`config.mk`:
```
export PLATFORM = sky130hd
export DESIGN_NAME = regfile_wb_ctrl
export DESIGN_NICKNAME = d
export VERILOG_FILES = /design/src/rtl/regfile_wb_ctrl_pkg.sv /design/src/rtl/regfile_wb_ctrl_rr_arbiter.sv /design/src/rtl/regfile_wb_ctrl.sv
export SDC_FILE = /design/constraint.sdc
export NUM_CORES = 1
export LEC_CHECK = 0
export BUFFER_PORTS_ARGS = -buffer_cell sky130_fd_sc_hd__buf_4
export CORE_MARGIN = 1
export CORE_UTILIZATION = 48
export CTS_BUF_LIST = sky130_fd_sc_hd__clkbuf_4 sky130_fd_sc_hd__clkbuf_8
export CTS_CLUSTER_DIAMETER = 200
export DETAILED_ROUTE_END_ITERATION = 12
export HOLD_SLACK_MARGIN = 0.05
export PLACE_DENSITY = 0.83
export SYNTH_ARGS = -nofsm -noshare
export SYNTH_HDL_FRONTEND = slang
export SYNTH_SLANG_ARGS = --single-unit
```
`constraint.sdc`:
```
create_clock -name clk -period 2.7 [get_ports clk]
set_input_delay 0.27 -clock clk [delete_from_list [all_inputs] [get_ports clk]]
set_output_delay 0.27 -clock clk [all_outputs]
set_load 0.005 [all_outputs]
```
`src/rtl/regfile_wb_ctrl_pkg.sv`:
```
// Shared definitions for the integer register-file writeback controller.
// Requester indices are fixed so each execution unit always lands on the same port.
package regfile_wb_ctrl_pkg;

    localparam int WB_ALU  = 0;
    localparam int WB_LSU  = 1;
    localparam int WB_MDU  = 2;
    localparam int WB_NSRC = 3;

    // Index width that stays legal (>=1 bit) even for degenerate counts.
    function automatic int idx_width(input int n);
        return (n > 1) ? $clog2(n) : 1;
    endfunction

endpackage

```
`src/rtl/regfile_wb_ctrl_rr_arbiter.sv`:
```
// Round-robin arbiter: one-hot grant to the first valid requester scanning from ptr upwards.
// Purely combinational; no backpressure of its own, the owner decides when ptr advances.
module rr_arbiter
    import regfile_wb_ctrl_pkg::*;
#(
    parameter  int N  = 3,
    localparam int IW = idx_width(N)
) (
    input  logic [N-1:0]  valid,
    input  logic [IW-1:0] ptr,
    output logic [N-1:0]  grant,
    output logic [IW-1:0] idx,
    output logic          any
);

    logic [IW:0]   sum;
    logic [IW-1:0] pos;

    // Walk from the farthest candidate back to ptr so the nearest valid one wins last.
    always_comb begin
        grant = '0;
        idx   = '0;
        any   = 1'b0;
        sum   = '0;
        pos   = '0;
        for (int k = N - 1; k >= 0; k--) begin
            sum = {1'b0, ptr} + (IW + 1)'(k);
            if (sum >= (IW + 1)'(N)) begin
                sum = sum - (IW + 1)'(N);
            end
            pos = sum[IW-1:0];
            if (valid[pos]) begin
                grant      = '0;
                grant[pos] = 1'b1;
                idx        = pos;
                any        = 1'b1;
            end
        end
    end

endmodule

```
`src/rtl/regfile_wb_ctrl.sv`:
```
// Register-file writeback controller: round-robin write-port arbitration plus busy scoreboard.
// One-cycle latency handshake->enable; one write per cycle, losers stall with req_ready low.
module regfile_wb_ctrl
    import regfile_wb_ctrl_pkg::*;
#(
    parameter  int WIDTH = 32,
    parameter  int DEPTH = 32,
    parameter  int NREQ  = WB_NSRC,
    localparam int ADDR  = $clog2(DEPTH)
) (
    input  logic                   clk,
    input  logic                   reset,
    input  logic [NREQ-1:0]        req_valid,
    output logic [NREQ-1:0]        req_ready,
    input  logic [NREQ*ADDR-1:0]   req_reg,
    input  logic [NREQ*WIDTH-1:0]  req_data,
    output logic                   enable,
    output logic [ADDR-1:0]        wreg,
    output logic [WIDTH-1:0]       wdata,
    input  logic                   claim_valid,
    input  logic [ADDR-1:0]        claim_reg,
    output logic                   claim_ready,
    output logic [DEPTH-1:0]       busy
);

    localparam int PW = idx_width(NREQ);

    logic [PW-1:0]    ptr;
    logic [PW-1:0]    ptr_nxt;
    logic [NREQ-1:0]  gnt;
    logic [PW-1:0]    gnt_idx;
    logic             gnt_any;
    logic             hs;
    logic [ADDR-1:0]  sel_reg;
    logic [WIDTH-1:0] sel_data;
    logic [DEPTH-1:0] busy_set;
    logic [DEPTH-1:0] busy_clr;

    rr_arbiter #(
        .N     (NREQ)
    ) u_arb (
        .valid (req_valid),
        .ptr   (ptr),
        .grant (gnt),
        .idx   (gnt_idx),
        .any   (gnt_any)
    );

    assign req_ready = reset ? '0 : gnt;
    assign hs        = gnt_any & ~reset;
    assign ptr_nxt   = (gnt_idx == PW'(NREQ - 1)) ? '0 : gnt_idx + 1'b1;

    // Grant is one-hot, so an AND-OR mux picks the winner's register and data.
    always_comb begin
        sel_reg  = '0;
        sel_data = '0;
        for (int i = 0; i < NREQ; i++) begin
            if (gnt[i]) begin
                sel_reg  = sel_reg  | req_reg[i*ADDR +: ADDR];
                sel_data = sel_data | req_data[i*WIDTH +: WIDTH];
            end
        end
    end

    always_ff @(posedge clk or posedge reset) begin
        if (reset) begin
            ptr    <= '0;
            enable <= 1'b0;
            wreg   <= '0;
            wdata  <= '0;
        end else if (hs) begin
            ptr    <= ptr_nxt;
            enable <= (sel_reg != '0);
            wreg   <= sel_reg;
            wdata  <= sel_data;
        end else begin
            enable <= 1'b0;
        end
    end

    // x0 is never tracked: its claim is accepted without reserving anything.
    assign claim_ready = claim_valid & ~busy[claim_reg] & ~reset;
    assign busy_set    = (claim_ready && claim_reg != '0) ? (DEPTH'(1) << claim_reg) : '0;
    // Clearing on the commit edge means a reader seeing the bit drop also sees the new value.
    assign busy_clr    = enable ? (DEPTH'(1) << wreg) : '0;

    always_ff @(posedge clk or posedge reset) begin
        if (reset) begin
            busy <= '0;
        end else begin
            busy <= (busy & ~busy_clr) | busy_set;
        end
    end

endmodule

```
==> results by group <==
Status
  • Status: complete, no violations

Synthesis
  • Cells after Synth: 411
  • FF+latch count, synth: 72
  • Seq/Total Area, Yosys: 44.4%
  • Post-Syn Area per Cell: 9.87 um^2
  • Post-synth ARST share: 100%
  • Syn_nets: 536
  • Post-synth top flop: dfrtp_1
  • Synth unique cells: 55
  • Leading post-synthesis cells by cell area: dfrtp_1 44%, a222oi_1 8.6%, o21ai_0 7.4%
  • Synth warn: 0
  • Synth top area share: 44.4%
  • Area leader, netlist: dfrtp_1
  • Post-Syn Area: 4060 um^2
  • Post-synth EDFFs: 0

Clocking
  • TritonCTS Buffers: 9
  • CTS tree: built
  • Clock sink total: 72
  • Clk_lat worst skew: 340 ps
  • H-tree Lvls: 3
  • CTS clk-pin slew, worst paths: 80 ps
  • CTS max path bufs: 2
  • Root Driver: clkbuf_8

Drt
  • DR DRC count: 0
  • Routed length per placed instance: 18.8 um
  • Vias per cell: 6.12
  • Iteration count of the initial detailed-routing pass: 8
  • Number of DRC markers in iteration 0: 438
  • Routed WL: 13400 um
  • DR vias: 4372
  • ANT nets after route: 0

GRT
  • Vias in the first global route: 4057
  • GRT Residual Overflow: 0
  • GR Util All Layers: 29.2%
  • First-pass GRT wire length: 19800 um
  • Initial antenna violation count: 0
  • Largest net degree at the start of global routing: 46

Min path
  • Worst hold path type: primary input to flop

Floorplan
  • Initial core utilization: 49.4%
  • Number of core rows: 33
  • DIE AREA: 8820 um^2
  • CORE AREA: 8220 um^2
  • IO Pins: 196
  • Die Wd: 93.9 um
  • Die height: 93.9 um

STA
  • Final Max Tran Viols: 0
  • Fin crit period: 2680 ps
  • Slew Limit Headroom: 65.9%
  • Final setup viols: 0
  • RSZ-0062 raised after global routing: true
  • Final Hold Vio Count: 0
  • Final Cycle Share: 99.2%
  • Clock skew: 8.39 ps
  • Least-Margin Pin Slew: 512 ps
  • Hold Slack: 197 ps
  • Max Fclk: 373 MHz

Critical path
  • Startpoint Class: flop
  • Crit path buffers/inverters: 4
  • Worst Setup End Kind: output port
  • Worst setup path class: flop to output port
  • Critical Path, Cell by Cell: buf_6 -> ha_4 -> buf_4 -> nor2b_1 -> o21ai_1 -> a32oi_4 -> buf_12 -> and2_1 -> buf_4
  • Crit path largest cell delay: 420 ps
  • Crit path DAT: 2410 ps
  • Worst path slowest cell: dfrtp_1
  • Delay-heaviest family, CP: buffers and inverters
  • Worst Path Max Fanout: 17
  • CP required: 2430 ps
  • Crit-path most repeated cell: buf_4

Power and ir drop
  • Internal power: 4.13 mW
  • Clk network pwr share: 13.5%
  • Lkg Pwr: 2.68 nW
  • Combinational share of power: 57.1%
  • Power per cell area: 1170 nW/um^2
  • Worst vdd rail ir drop: 535 uV
  • Sequential share of power: 29.4%
  • Net Sw Power: 2.79 mW
  • Sw Share: 40.3%

Placement
  • IO Port Bufs: 195
  • Routability congestion estimate from global placement: 0.891
  • Placed Area: 5530 um^2
  • Placed insts: 685
  • Dpl hpwl: 9760 um

Cells and area
  • Final nets: 729
  • Fillers: 593
  • Reg area: 1800 um^2
  • Ant. Diodes: 0
  • Area of the multi-input gates: 2040 um^2
  • Cell Count, Final, Fillers Out: 714
  • Fin area: 5930 um^2
  • Area grow syn2layout: 46.2%
  • Layout cells sized above 1: 43.8%
  • Commonest non-fill, non-tap cell in the layout: buf_4
  • Most frequent cells in the layout: 207 x buf_4, 72 x dfrtp_1, 59 x o21ai_0

Run
  • Max Cap Viol: 0
-- power groups by stage --
stage | registers, mW | logic, mW | clock network [mW]
floorplan | 1.92 | 2.09 | 0
global placement | 1.99 | 3.36 | 0
detailed placement | 2.02 | 3.46 | 0
CTS | 2.01 | 3.52 | 0.953
global route | 2.08 | 4.30 | 0.993
finish | 2.03 | 3.95 | 0.938
-- sequential cells by signal (all words and copies together), names as in the netlist --
register	count
busy	32
wdata	32
wreg	5
ptr	2
enable	1
-- stage by stage --
step	TNS, ps	worst slack, ps	power, mW	util (%)
6_report	0	21.8	6.93	72.2
5_1_grt	-162	-71.9	7.37	72.2
4_1_cts	-58.0	-58.0	6.49	70.3
3_5_place_dp	0	129	5.49	67.2
3_3_place_gp	0	202	5.35	67.2
2_1_floorplan	0	236	4.01	-
-- what timing repair did --
item | in CTS | in global routing
hold buffers | 1 | 0
cloned | 0 | 1
endpoints found under the hold margin | 15 | 0
gates resized for setup | 2 | 14
setup endpoints to repair | 3 | 4
pin swaps | 3 | 6
buffers inserted | 2 | 9
-- kinds of logic after synthesis --
| group | share of synthesized area (%) |
|---|---|
| fa+ha+maj | 0.925 |
| flops | 44.4 |
| compound gates | 28.5 |
| mux | 5.89 |
| simple gates | 13.6 |
| buf+inv | 6.69 |
-- routing by layer --
metal | share of wire, % | track usage, % | routed length [um]
met1 | 37 | 35.5 | 4980
met2 | 52 | 50.3 | 7020
met3 | 7.7 | 4.85 | 1040
met4 | 2.9 | 13.5 | 394
met5 | 0 | 0 | 0
-- path summary, 6_finish.rpt --
check | start | end | slack, ps | cells past startpoint
worst max-delay path | ptr[1] | req_ready[0] | 20 | 9
worst min-delay path | req_data[3] | wdata[3] | 200 | 3
worst max register to register | ptr[1] | wdata[4] | 80 | 11
worst min register to register | wdata[20] | wdata[20] | 490 | 2
max in group asynchronous | reset | ptr[0] | 1400 | 4
min in group asynchronous | reset | wdata[31] | 540 | 3
-- synthesized netlist by cell type, types with 6 or more instances --
cell,n
inv_1,8
a222oi_1,35
o21ai_0,60
mux2i_1,7
buf_4,7
a21oi_1,8
clkbuf_1,14
buf_2,7
nor2b_1,6
and2_1,6
or2_2,6
o21ai_1,36
o31ai_1,8
nand2_1,52
dfrtp_1,72
-- worst min-delay path: stages --
cell	delay, ps
buf_4	70
a222oi_1	50
o21ai_1	110
-- cell type report --
class                           count  share of cell area [%]
Clock buffer                       10                    2.32
Tap cell                          105                    2.22
Inverter                            8                   0.506
Timing Repair Buffer              217                    28.7
Multi-Input combinational cell    296                    34.5
Sequential cell                    72                    30.4
Clock inverter                      6                    1.39
(Power assumes the default switching activity.)
